[src/rtl/conv1_bias_add.sv]
// Conv1 bias stage: loads NUM_CH biases from the bias stream, then adds, saturates and forwards
// channel-interleaved accumulator samples. Define CONV1_BIAS_RELU_EN to fuse a ReLU after saturation.
module conv1_bias_add #(
   parameter int NUM_CH = 6,
   parameter int BIAS_W = 8,
   parameter int DATA_W = 16
) (
   input  logic              clk,
   input  logic              rst,
   input  logic              c1_b_en,
   input  logic [BIAS_W-1:0] c1_b,
   input  logic              bias_clr,
   output logic              bias_rdy,
   input  logic              in_valid,
   output logic              in_ready,
   input  logic [DATA_W-1:0] in_data,
   output logic              out_valid,
   input  logic              out_ready,
   output logic [DATA_W-1:0] out_data,
   output logic [3:0]        out_ch
);

   localparam int IW = (NUM_CH > 1) ? $clog2(NUM_CH) : 1;
   localparam logic [4:0] LAST_B  = 5'(NUM_CH - 1);
   localparam logic [3:0] LAST_CH = 4'(NUM_CH - 1);

   typedef enum logic {LOAD, RUN} state_t;

   state_t            state;
   logic [4:0]        bias_cnt;
   logic [3:0]        ch_cnt;
   logic [BIAS_W-1:0] bank [NUM_CH];
   logic [BIAS_W-1:0] bank_sel;
   logic [DATA_W:0]   sum;
   logic [DATA_W-1:0] res;
   logic              accept;

   assign bias_rdy = (state == RUN);
   assign in_ready = (state == RUN) & (~out_valid | out_ready);
   assign accept   = in_valid & in_ready;
   assign bank_sel = bank[ch_cnt[IW-1:0]];

   // One guard bit is enough: overflow shows as the two top sum bits disagreeing.
   always_comb begin
      sum = {in_data[DATA_W-1], in_data}
          + {{(DATA_W + 1 - BIAS_W){bank_sel[BIAS_W-1]}}, bank_sel};
      if (sum[DATA_W] != sum[DATA_W-1])
         res = sum[DATA_W] ? {1'b1, {(DATA_W-1){1'b0}}} : {1'b0, {(DATA_W-1){1'b1}}};
      else
         res = sum[DATA_W-1:0];
`ifdef CONV1_BIAS_RELU_EN
      if (res[DATA_W-1])
         res = '0;
`else
`endif
   end

   always_ff @(posedge clk) begin
      if (rst) begin
         state     <= LOAD;
         bias_cnt  <= '0;
         ch_cnt    <= '0;
         out_valid <= 1'b0;
         out_data  <= '0;
         out_ch    <= '0;
         for (int unsigned i = 0; i < NUM_CH; i++)
            bank[IW'(i)] <= '0;
      end else if (bias_clr) begin
         // Bank contents survive a clear; they are simply overwritten by the next load.
         state     <= LOAD;
         bias_cnt  <= '0;
         ch_cnt    <= '0;
         out_valid <= 1'b0;
      end else begin
         if (state == LOAD && c1_b_en) begin
            bank[bias_cnt[IW-1:0]] <= c1_b;
            bias_cnt               <= bias_cnt + 5'd1;
            if (bias_cnt == LAST_B)
               state <= RUN;
         end
         if (accept) begin
            out_data  <= res;
            out_ch    <= ch_cnt;
            out_valid <= 1'b1;
            ch_cnt    <= (ch_cnt == LAST_CH) ? '0 : ch_cnt + 4'd1;
         end else if (out_ready) begin
            out_valid <= 1'b0;
         end
      end
   end

endmodule

[config.mk]
export PLATFORM = sky130hd
export DESIGN_NAME = conv1_bias_add
export DESIGN_NICKNAME = d
export VERILOG_FILES = /design/src/rtl/conv1_bias_add.sv
export SDC_FILE = /design/constraint.sdc
export NUM_CORES = 1
export LEC_CHECK = 0
export CORE_MARGIN = 2
export CORE_UTILIZATION = 61
export DETAILED_ROUTE_END_ITERATION = 7
export PLACE_DENSITY = 0.82
export SLEW_MARGIN = 5
export SYNTH_ARGS = -nofsm -noshare
export SYNTH_HDL_FRONTEND = slang
export SYNTH_SLANG_ARGS = --single-unit
[constraint.sdc]
create_clock -name clk -period 10.7 [get_ports clk]
set_input_delay 1.605 -clock clk [delete_from_list [all_inputs] [get_ports clk]]
set_output_delay 1.605 -clock clk [all_outputs]
set_load 0.01 [all_outputs]
# Yosys cells after proc, flatten, opt, wreduce, memory -nomap -nowiden
# Memories as Yosys holds them, arrays and structs flattened. A register that Yosys moved wholly into a read port is not among the register bits.
# Cells that the tools add are included.
[totals]
regBits = 31
ramBits = 48
inputBits = 30
n_memories = 1
[mem_list]
columns = ["memory", "depth", "word_bits", "read_ports", "rd_clocked_by_memory_dff", "wr", "line", "source"]
rows = [
  ["bank", 6, 8, 1, 1, 6, "32", "logic [BIAS_W-1:0] bank [NUM_CH];"],
]
[op_classes]
addsub = 3
eq_ne = 3
n_mux = 16
n_bitwise = 6
n_reduce_logical = 6
[ops]
columns = ["cell", "count"]
rows = [
  ["16-bit two-way mux", 2],
  ["16-bit by 8-bit adder with 17-bit output", 1],
  ["1-bit two-way mux", 9],
  ["3-bit two-way mux", 3],
  ["8-bit two-way mux", 1],
  ["8-bit OR reduction", 1],
  ["5-bit by 1-bit adder with 5-bit output, second input constant", 1],
  ["5-bit by 3-bit equality test with 1-bit output, second input constant", 1],
  ["4-bit by 1-bit adder with 4-bit output, second input constant", 1],
  ["4-bit by 3-bit equality test with 1-bit output, second input constant", 1],
  ["4-bit two-way mux", 1],
  ["2-bit AND reduction", 2],
  ["1-bit inverter", 3],
  ["1-bit bitwise AND", 2],
  ["2-bit nonzero test", 1],
  ["2-bit OR reduction", 1],
  ["1-bit logical AND", 1],
  ["1-bit != test", 1],
  ["1-bit bitwise OR", 1],
]

# Longest topological paths before layout
[logic_depth]
ltp_word = 8
depth_mapped = 15

# Worst setup path before layout
# OpenSTA, ideal clock, no wires.
[synth_timing]
path_type = "register to register"
start = "register with a tool-made name"
end = "register out_data[6]"
setup_ns = 0.133
arrival_time_ns = 3.662
setup_slack_ns = 6.906
stages_incl_launch_ff = 14
period_less_slack_ns = 3.794
cell_sequence = "dfxtp_1 > clkbuf_1 > buf_2 > mux4_2 > mux2_2 > ha_1 > a211o_1 > o221a_2 > o311ai_2 > a21boi_1 > o22a_1 > buf_2 > o2111ai_1 > a31oi_1"
[synth_rtl]
columns = ["item", "line", "source"]
rows = [
  ["end signal, assigned", "82", "out_data <= res;"],
  ["end, declared", "19", "output logic [DATA_W-1:0] out_data,"],
]

==> impl_metrics.env <==
export IMPL_required_ps=10680
export IMPL_cp_start_kind="input pin"
export IMPL_power_per_cell_area_nw_per_um2=132
export IMPL_fmax_ghz=0.219
export IMPL_syn_avg_cell_area_sq_um=11.3
export IMPL_core_area_sq_um=7770
export IMPL_syn_inst=433
export IMPL_seq_area_frac_synth_pct=53.2
export IMPL_hold_viol_final=0
export IMPL_gp_congestion=0.826
export IMPL_final_cell_mix="nor2_1, edfxtp_1, clkdlybuf4s50_1"
export IMPL_synth_ff_type="edfxtp_1"
export IMPL_cts_root_buf="clkbuf_8"
export IMPL_top_layer_used="met4"
export IMPL_status="completed"
export IMPL_final_common_cell="nor2_1"
export IMPL_numClockSinks=98
export IMPL_post_route_util_pct=73.3
export IMPL_grt_remaining_overflow=0
export IMPL_hold_path_class="register to register"
export IMPL_rsz0062_at_grt="false"
export IMPL_max_cap_violations=0
export IMPL_clk_latency_ps=360
export IMPL_initial_core_util_pct=63.0
export IMPL_cp_cell_sequence="clkdlybuf4s50_1 > or2_1 > nor3b_2 > nand2b_1 > o21ai_0"
export IMPL_crit_path_end_kind="register"
export IMPL_vias=3431
export IMPL_n_antenna_cell=0
export IMPL_track_usage_pct=24.4
export IMPL_critPathMaxFanout=20
export IMPL_post_cts_buffers=0
export IMPL_synthToLayoutAreaGrowth_pct=16.3
export IMPL_p_leak_nw=1.99
export IMPL_dpl_instance_area_sq_um=5490
export IMPL_layout_drive_gt1_share_pct=10.3
export IMPL_io_pins=53
export IMPL_drt_met1_wl_microns=4100
export IMPL_dr_pass1_iters=4
export IMPL_synthArstFlopShare_pct=0
export IMPL_cts_tree="yes"
export IMPL_max_slew_margin_pct=10.9
export IMPL_syn_nets=482
export IMPL_grt_pass1_wl_microns=16400
export IMPL_drv_slew=0
export IMPL_drc=0
export IMPL_finalSetupViolCount=0
export IMPL_fin_area_sq_um=5700
export IMPL_wirelength_microns=9910
export IMPL_antenna_found_initial=0
export IMPL_die_area_sq_um=8760
export IMPL_hpwl_microns=7290
export IMPL_critPathArrivalTime_ps=4550
export IMPL_rows=32
export IMPL_fin_setup_tns_ps=0
export IMPL_numCtsBuffers=9
export IMPL_critPathKind="input pin to register"
export IMPL_worst_clock_skew_ps=17.1
export IMPL_peakVddDrop_v=0.000110
export IMPL_nets=531
export IMPL_die_y_microns=93.6
export IMPL_tightest_slew_ps=1330
export IMPL_cts_resized_gates=0
export IMPL_grt_pass1_vias=3510
export IMPL_htree_levels=3
export IMPL_port_buffer_count=52
export IMPL_wl_met2_microns=5120
export IMPL_routedWlPerCell_microns=16.8
export IMPL_wl_met3_microns=484
export IMPL_grt_max_degree=25
export IMPL_cpPeakStageDelay_ps=820
export IMPL_critPathSlowestCell="o21ai_0"
export IMPL_die_width_microns=93.6
export IMPL_ys_warn_count=0
export IMPL_cts_buffer_depth=2
export IMPL_cts_hold_buf=0
export IMPL_ys_ff_latch=98
export IMPL_final_antenna_net_count=0
export IMPL_ys_types=57
export IMPL_syn_area_sq_um=4900
export IMPL_synth_edff_count=64
export IMPL_final_min_clock_period_ps=4560
export IMPL_routed_via_density=5.83
export IMPL_clk_pin_slew_ps=100
export IMPL_drt_iter0_drc=133
export IMPL_fin_crit_sh_pct=42.7
metrics by stage:
stage / hold WS, ps / total power (W) / setup WS (ps) / std cells
floorplan: 432 / 0.000490 / 6910 / 433
CTS: 466 / 0.000754 / 6140 / 589
global route: 495 / 0.000782 / 5760 / 589
detailed placement: 451 / 0.000518 / 5770 / 573
finish: 459 / 0.000754 / 6140 / 589
global placement: 444 / 0.000515 / 5910 / 573
kinds of logic after synthesis:
family	count (synthesis)	share of synthesized area (%)
xor gates and xnor gates	17	3.19
and+or+nand+nor	142	12.7
muxes	25	9.38
DFF	98	53.2
AOI/OAI and AO/OA	98	13.8
buffers and inverters	34	2.84
adders and majority gates	19	5.01
synth_stat cells, types with 6 or more instances:
library cell / number / area (sq um)
xnor2_1: 6 / 52.6
and2_1: 11 / 68.8
dfxtp_1: 34 / 681
ha_1: 18 / 225
clkbuf_1: 11 / 41.3
a211oi_1: 12 / 90.1
o21ai_0: 10 / 50.1
nor2_1: 66 / 248
mux4_2: 16 / 360
inv_1: 18 / 67.6
o21ai_1: 11 / 55.1
edfxtp_1: 64 / 1920
mux2_2: 7 / 78.8
a21oi_1: 28 / 140
xor2_1: 10 / 87.6
a31oi_1: 6 / 37.5
nand2_1: 45 / 169
registers in the layout, summed over array words and instances, names as in the netlist, named ones only:
register / flops
bank: 64
out_data: 16
bias_cnt: 5
ch_cnt: 4
out_ch: 4
bias_rdy: 1
out_valid: 1
routing by layer:
metal,GRT usage [%],vias to the layer above
met1,28.9,1626
li1,-,1682
met2,43.3,104
met3,4.19,19
met4,11.2,0
met5,0,-
path summary, 6_finish.rpt:
| kind | start | to | slack, ps | cells past startpoint |
|---|---|---|---|---|
| max reg2reg | register | out_data[6]$_SDFFE_PP0P_ | 6220 | 12 |
| min reg2reg | out_ch[0]$_SDFFE_PP0P_ | out_ch[0]$_SDFFE_PP0P_ | 460 | 2 |
| max | rst | bank[4][0]$_SDFFCE_PN0P_ | 6140 | 5 |
| min | out_ch[0]$_SDFFE_PP0P_ | out_ch[0]$_SDFFE_PP0P_ | 460 | 2 |
report_power, final:
group	total, W	internal [W]	switching [W]
Sequential	0.000412	0.000409	0.00000262
Clock	0.000244	0.000115	0.000128
Combinational	0.0000988	0.0000402	0.0000586
critical path: cells and delay by family:
kind / cells / cell delay (ps)
and+or+nand+nor: 3 / 1330
buffers and inverters: 1 / 770
AOI/OAI and AO/OA: 1 / 820
layout make-up:
class | count | area, sq um
clock buffer | 13 | 181
inverter | 18 | 67.6
tap | 102 | 128
timing repair buffer | 54 | 536
sequential | 98 | 2600
clock inverter | 3 | 26.3
fill | 566 | 2070
multi-input combinational | 301 | 2150
Power figures use the tool's default switching activity.
